==> config.mk <==
export PLATFORM = sky130hd
export DESIGN_NAME = l2_qos_shaper
export DESIGN_NICKNAME = d
export VERILOG_FILES = /design/src/rtl/l2_qos_shaper.sv
export SDC_FILE = /design/constraint.sdc
export NUM_CORES = 1
export LEC_CHECK = 0
export ABC_AREA = 1
export BUFFER_PORTS_ARGS = -buffer_cell sky130_fd_sc_hd__buf_2
export CAP_MARGIN = 20
export CORE_ASPECT_RATIO = 1.5
export CORE_MARGIN = 1
export CORE_UTILIZATION = 58
export DETAILED_ROUTE_END_ITERATION = 10
export PLACE_DENSITY = 0.81
export SYNTH_ARGS = -nofsm -noshare
export SYNTH_HDL_FRONTEND = slang
export SYNTH_SLANG_ARGS = --single-unit
==> constraint.sdc <==
create_clock -name clk -period 8.65 [get_ports clk]
set_input_delay 0 -clock clk [delete_from_list [all_inputs] [get_ports clk]]
set_output_delay 0 -clock clk [all_outputs]
set_load 0.05 [all_outputs]
==> src/rtl/l2_qos_shaper.sv <==
// Purpose : per-class token-bucket shaper with round-robin arbitration and credit-gated issue to an L2 bank.
// Latency : a grant is visible on out_valid/out_class/out_len one cycle after req_ready pulses.
// Backpressure: a stalled issue slot (out_valid & !out_ready) or zero credits blocks every grant.
//
// Ports:
//   clk, reset              : single rising-edge clock, synchronous active-high reset
//   req_valid/req_len_flat  : per-class head-of-queue valid and length (beats), class 0 in LSBs
//   req_ready               : one-hot pop strobe for the granted class (combinational)
//   rate_flat/burst_flat    : per-class refill amount and token cap, sampled at refill ticks
//   refill_period           : cycles between refill ticks (0 behaves as 1)
//   out_valid/class/len     : issue slot towards the bank, accepted on out_valid & out_ready
//   cred_return             : one bank credit returned this cycle
//   credits_avail           : current bank credit count
//   tokens_flat             : registered per-class token counts
//   cred_overflow           : sticky flag, a credit came back while already full
module l2_qos_shaper #(
  parameter int C        = 4,
  parameter int LEN_W    = 12,
  parameter int TOK_W    = 16,
  parameter int MAX_CRED = 8
) (
  input  logic                   clk,
  input  logic                   reset,
  input  logic [C-1:0]           req_valid,
  input  logic [C*LEN_W-1:0]     req_len_flat,
  output logic [C-1:0]           req_ready,
  input  logic [C*TOK_W-1:0]     rate_flat,
  input  logic [C*TOK_W-1:0]     burst_flat,
  input  logic [15:0]            refill_period,
  output logic                   out_valid,
  output logic [$clog2(C)-1:0]   out_class,
  output logic [LEN_W-1:0]       out_len,
  input  logic                   out_ready,
  input  logic                   cred_return,
  output logic [7:0]             credits_avail,
  output logic [C*TOK_W-1:0]     tokens_flat,
  output logic                   cred_overflow
);

  localparam int         CW    = $clog2(C);
  localparam logic [7:0] MAX_C = 8'(MAX_CRED);

  // Registered state
  logic [15:0]      r_timer;
  logic [TOK_W-1:0] r_tok [C];
  logic [7:0]       r_cred;
  logic             r_ovf;
  logic [CW-1:0]    r_ptr;
  logic             r_out_valid;
  logic [CW-1:0]    r_out_class;
  logic [LEN_W-1:0] r_out_len;

  // Combinational helpers
  logic [LEN_W-1:0] w_len   [C];
  logic [TOK_W-1:0] w_rate  [C];
  logic [TOK_W-1:0] w_burst [C];
  logic [15:0]      w_period_m1;
  logic             w_tick;
  logic             w_slot_free;
  logic [C-1:0]     w_elig;
  logic             w_gnt_vld;
  logic [CW-1:0]    w_gnt_idx;
  logic [CW-1:0]    w_idx;
  logic [TOK_W:0]   w_after_gnt [C];
  logic [TOK_W:0]   w_refill    [C];
  logic [TOK_W-1:0] w_tok_nxt   [C];
  logic [7:0]       w_cred_nxt;
  logic             w_ovf_set;

  always_comb begin
    for (int c = 0; c < C; c++) begin
      w_len[c]   = req_len_flat[c*LEN_W +: LEN_W];
      w_rate[c]  = rate_flat[c*TOK_W +: TOK_W];
      w_burst[c] = burst_flat[c*TOK_W +: TOK_W];
    end
  end

  // Refill timer. The >= compare lets the timer recover at once if
  // refill_period is lowered below the current count.
  assign w_period_m1 = (refill_period == 16'd0) ? 16'd0 : refill_period - 16'd1;
  assign w_tick      = (r_timer >= w_period_m1);

  // The issue slot can take a new request if empty or draining this cycle.
  assign w_slot_free = !r_out_valid || out_ready;

  always_comb begin
    for (int c = 0; c < C; c++) begin
      w_elig[c] = req_valid[c]
                  && (r_tok[c] >= TOK_W'(w_len[c]))
                  && (r_cred != 8'd0)
                  && w_slot_free
                  && !reset;
    end
  end

  // Round-robin: first eligible class at or above r_ptr, wrapping modulo C
  // (C is a power of two so the CW-bit add wraps naturally).
  always_comb begin
    w_gnt_vld = 1'b0;
    w_gnt_idx = '0;
    w_idx     = '0;
    for (int i = 0; i < C; i++) begin
      w_idx = r_ptr + CW'(i);
      if (!w_gnt_vld && w_elig[w_idx]) begin
        w_gnt_vld = 1'b1;
        w_gnt_idx = w_idx;
      end
    end
  end

  always_comb begin
    req_ready = '0;
    if (w_gnt_vld) begin
      req_ready[w_gnt_idx] = 1'b1;
    end
  end

  // Token update: debit the grant first, then refill and clamp on a tick.
  // One extra bit keeps the refill sum from wrapping before the clamp.
  always_comb begin
    for (int c = 0; c < C; c++) begin
      w_after_gnt[c] = {1'b0, r_tok[c]}
                       - ((w_gnt_vld && (w_gnt_idx == CW'(c))) ? (TOK_W+1)'(w_len[c])
                                                               : {(TOK_W+1){1'b0}});
      w_refill[c]    = w_after_gnt[c] + {1'b0, w_rate[c]};
      if (w_tick) begin
        w_tok_nxt[c] = (w_refill[c] > {1'b0, w_burst[c]}) ? w_burst[c]
                                                          : w_refill[c][TOK_W-1:0];
      end else begin
        w_tok_nxt[c] = w_after_gnt[c][TOK_W-1:0];
      end
    end
  end

  // Credits: a grant and a return in the same cycle cancel out.
  always_comb begin
    w_cred_nxt = r_cred;
    w_ovf_set  = 1'b0;
    case ({w_gnt_vld, cred_return})
      2'b10: w_cred_nxt = r_cred - 8'd1;
      2'b01: begin
        if (r_cred == MAX_C) begin
          w_ovf_set = 1'b1;
        end else begin
          w_cred_nxt = r_cred + 8'd1;
        end
      end
      default: w_cred_nxt = r_cred;
    endcase
  end

  always_ff @(posedge clk) begin
    if (reset) begin
      r_timer     <= 16'd0;
      r_cred      <= MAX_C;
      r_ovf       <= 1'b0;
      r_ptr       <= '0;
      r_out_valid <= 1'b0;
      r_out_class <= '0;
      r_out_len   <= '0;
      for (int c = 0; c < C; c++) begin
        r_tok[c] <= '0;
      end
    end else begin
      r_timer <= w_tick ? 16'd0 : r_timer + 16'd1;
      r_cred  <= w_cred_nxt;
      r_ovf   <= r_ovf | w_ovf_set;
      for (int c = 0; c < C; c++) begin
        r_tok[c] <= w_tok_nxt[c];
      end
      if (w_gnt_vld) begin
        r_ptr       <= w_gnt_idx + CW'(1);
        r_out_valid <= 1'b1;
        r_out_class <= w_gnt_idx;
        r_out_len   <= w_len[w_gnt_idx];
      end else if (out_ready) begin
        r_out_valid <= 1'b0;
      end
    end
  end

  always_comb begin
    tokens_flat = '0;
    for (int c = 0; c < C; c++) begin
      tokens_flat[c*TOK_W +: TOK_W] = r_tok[c];
    end
  end

  assign out_valid     = r_out_valid;
  assign out_class     = r_out_class;
  assign out_len       = r_out_len;
  assign credits_avail = r_cred;
  assign cred_overflow = r_ovf;

endmodule

Word-level counts from Yosys, hierarchy flattened
Memory sizes are Yosys's and may differ from the RTL's.
Cells that the tools add are included.
Storage, ports and cells
  output and inout bits: 92
  memories: 1
  register bits: 42
  logic and storage cells: 138
  bits of input ports: 200
  memory bits (writable): 64
Memory list
  r_tok: words 4, width 16, rd ports 4, clocked after Yosys merged registers in 0, wr ports 4, RTL line 45  | logic [TOK_W-1:0] r_tok [C];
Cells by class
  bitwise gates (word level): 6
  mux-type cells: 48
  eq/ne operators: 7
  $add $sub $neg: 16
  magnitude comparators: 16
  reductions and logical operators: 37
Operators by type and width (number)
  2-to-1 mux 16 bit: 13
  2-to-1 mux 12 bit: 6
  adder 17 x 16 -> 17 bit: 4
  > comparator 17 x 16 -> 1 bit: 4
  subtractor 16 x 12 -> 17 bit: 4
  greater-or-equal comparator 16 x 12 -> 1 bit: 4
  binary-select mux 12 bit (select 2 bit): 1
  logical AND 1 bit: 24
  adder 16 x 1 -> 16 bit (second input constant): 1
  greater-or-equal comparator 16 bit: 1
  zero test 16 bit: 1
  2-to-1 mux 1 bit: 16
  case mux 8 bit (2 select lines): 1
  subtractor 16 x 1 -> 16 bit (second input constant): 1
  < comparator 2 x 3 -> 1 bit (second input constant): 5
  adder 8 x 1 -> 8 bit (second input constant): 1
  binary-select mux 1 bit (select 2 bit): 4
  equality test 8 x 4 -> 1 bit (second input constant): 1
  2-to-1 mux 2 bit: 4
  2-to-1 mux 8 bit: 1
  nonzero test 8 bit: 1
  subtractor 8 x 1 -> 8 bit (second input constant): 1
  equality test 2 bit (second input constant): 3
  zero test 1 bit: 5
  other kinds (15): 23

Longest topological paths before layout
  depth after elaboration: 26
  gate-level depth with buffers: 57
  gate-level depth less buffers: 54

Worst setup path after synthesis
No wires, ideal clock.
  kind: register to register
  start: mem r_tok[0][1]
  end: mem r_tok[2][10]
  cell stages (with the launch flop): 48
  data required time: 8.537 ns
  path slack: 1.528 ns
  path buffers: 4
  arrival: 7.008 ns
  cell sequence: dfxtp_1 > ha_1 > nand2_1 > nor2_1 > nor2_1 > nand2_1 > nand2_1 > nand2_1 > nand2_1 > nand2_1 > nand3_1 > nand2_1 > nand2_1 > nand2_1 > nor2_1 > nand2_1 > nand2_2 > buf_6 > (+12 left out) > o21ai_0 > xor2_1 > ha_1 > a21oi_1 > a21boi_0 > nand3_1 > nand3_1 > nand2_1 > a31oi_1 > xor2_1 > inv_1 > ha_1 > nand3_1 > o32ai_2 > clkbuf_1 > nand3b_1 > nand3_1 > nand2_1
RTL lines (RTL line)
  start: declaration: 45

==> results by group <==
Place
  – Placed instance area: 16,250 um^2
  – Worst slack at placement: just over 0.5 ns
  – Placed wire-length estimate: 37.83 mm
  – RD Place Congestion: 0.9999
  – PortBufs: 291

Logic synthesis
  – Ranking of synthesized cells by area: ha_1 22%, dfxtp_1 15%, nand2_1 14%
  – Cell with the most instances after synthesis: nand2_1
  – Share of the synthesized area in the top cell type: ~22%
  – Synth area leader: ha_1
  – Syn Inst Count: 2,231
  – Yosys warns: 0
  – Top_reg_cell synth: dfxtp_1
  – Synth Area per Inst: 6.507 um^2
  – Post-Syn Area: between 10,000 and 15,000 um^2
  – Post-synth EDFFs: 0
  – Seq/Total Area, Yosys: 14.62%
  – Register bit total from synthesis: ~110
  – Synth async-reset ratio: 0%
  – Synth cell count leaders: 543 x nand2_1, 335 x inv_1, 260 x ha_1
  – Syn_nets: approximately 2.7k
  – Cell variety after synth: 58

CTS
  – Clock Pin Slew Worst Setup and Hold Paths: around 0.080 ns
  – Root buf cell: clkbuf_16
  – Clk_lat worst skew: between 0.3 and 0.4 ns
  – Total CTS buffers: 9
  – H-Tree Depth: 3
  – CTS tree: built
  – # clock sinks: 106
  – Max clock buf depth: 2

Finish
  – Area growth from synthesis to layout: 17.28%
  – Share of cells above drive strength 1: 14.76%
  – Nets: 3,019
  – Fin area: 17,030 um^2
  – Fillers: between 2k and 2.5k
  – Register Area: 2122 um^2
  – Multi-input logic area: 10,900 um^2

STA
  – Slew margin rel.: 43.37%
  – Worst-Margin Slew: 0.8453 ns
  – Setup violations, final: 0
  – Hold violation count in the final report: 0
  – Worst clock skew: 0.01135 ns
  – Slew Viols, Final: 0
  – RSZ-0062 raised after global routing: no
  – Period utilisation layout: 91.28%
  – Sum Neg Setup Slack: 0 ns
  – Fin crit period: 7.896 ns
  – Setup slack after layout: 0.7542 ns
  – FMAX: about 130 MHz

Worst setup path
  – Most used cell, CP: nand2_1
  – Worst reg2reg setup slack: 0.75 ns
  – Critical path type: reg -> reg
  – Worst EP arrival: 8.15 ns
  – Crit path launch type: flop
  – Critical path fanouts, max: 39
  – CP Capture Type: flop
  – Max incr delay on CP: approximately 0.43 ns
  – Slowest library cell on the worst path: dfxtp_1
  – Worst Path Required: about 8.9 ns

GRT
  – Total gr overflow: 0
  – Vias in the first global route: 15.69k
  – First-pass GRT wire length: 72.37 mm
  – GRT Resource Usage Total: 34.99%
  – Initial antenna violation count: 13
  – Pin count of the biggest net entering global routing: 53

Floorplanning
  – I/O Pins: 292
  – Initial Util: 59.20%
  – Die Span Y: 195.8 um
  – DIE AREA: 25,680 um^2
  – Row cnt: 70
  – Die width: 131.2 um
  – CORE AREA: 24,520 um^2

Hold path
  – Worst hold-check path type: in -> reg

Routing
  – DR iter-0 viols: roughly 760
  – Via count: 15.81k
  – Drt first pass iters: 5
  – Wirelength per Cell: 15.80 um
  – WL final: 45.62 mm
  – # DRC: 0
  – Antenna Nets Post-Route: 0
  – DR vias/cell: 5.476

Status
  – Status: completed

Flow run
  – Total of max-cap violations: 0
==> final cells by class <==
class / count / share of cell area [%]
Clock inverter: 6 / 0.3013
Sequential cell: 106 / 12.46
Clock buffer: 10 / 1.404
Antenna cell: 8 / 0.1176
Multi-Input combinational cell: 1743 / 64.01
Inverter: 341 / 7.540
Timing Repair Buffer: 349 / 11.78
Tap cell: 324 / 2.381
==> cells by family after synthesis <==
kind of cell	Yosys count	synth area share, %
flops	106	14.62
compound gates	390	15.79
xor+xnor	129	7.886
simple gates	955	27.66
fa+ha+maj	269	23.65
buf+inv	382	10.40
==> metrics by stage <==
step                      util, %  instances  hold WS, ns
after floorplan                 -       2231       0.1504
after global placement      66.28       2819       0.3105
after detailed placement    66.28       2819       0.3155
after CTS                   69.26       2879   0.00006925
after global routing        69.42       2886      0.02238
final                       69.43       2887      0.01103
==> layer usage <==
layer  GRT usage [%]  vias to the layer above  part of all wire [%]
met5               0                        -                 0.096
met4           23.05                        8                   6.5
met3           5.530                      164                   6.1
met2           66.57                      542                    51
met1           34.90                     7157                    37
li1                -                     7939                     -
==> registers in the layout (all words and copies together), names as in the netlist <==
signal and count:
credits_avail 8, out_class 2, r_timer 16, r_ptr 2, out_len 12, out_valid 1, cred_overflow 1, r_tok 64
==> worst max-delay path, delay by kind of cell (launching register included) <==
kind                     cells  cell delay, ns
adder cells (fa/ha/maj)      6            1.73
buffers and inverters        3            0.58
XOR/XNOR                     2            0.37
AO/OA/AOI/OAI                7            1.47
AND/OR/NAND/NOR             30            3.17
flip-flops                   1            0.43
==> what timing repair did <==
item | 4_1_cts | 5_1_grt
setup buffers | 0 | 0
hold endpoints to repair | 44 | 0
gates resized for setup | 0 | 6
hold buffers | 44 | 0
endpoints found under the setup margin | 0 | 27
==> final timing paths <==
| path | startpoint | cells past startpoint | endpoint |
|---|---|---|---|
| setup reg to reg | r_tok[1][1]$_SDFF_PP0_ | 48 | r_tok[2][0]$_SDFF_PP0_ |
| hold reg to reg | cred_overflow$_SDFF_PP0_ | 2 | cred_overflow$_SDFF_PP0_ |
| setup / recovery | r_tok[1][1]$_SDFF_PP0_ | 48 | r_tok[2][0]$_SDFF_PP0_ |
| hold / removal | req_len_flat[31] | 5 | out_len[7]$_SDFFE_PP0N_ |
==> layout by cell type, fill, tap and decap left out, drive strengths merged, types with 13 or more instances in the layout <==
cell type	instances
ha	260
nor3	39
buf	305
o21bai	18
a21o	17
dlygate4sd3	44
nand2	554
nand3	129
o21ai	120
xnor2	34
a21oi	169
a21boi	13
nand4	20
nor2	186
xor2	95
inv	342
dfxtp	106
a31oi	13
Power is not shown: default switching activity piles up to over one toggle a cycle in this logic, so the estimate is an artifact.
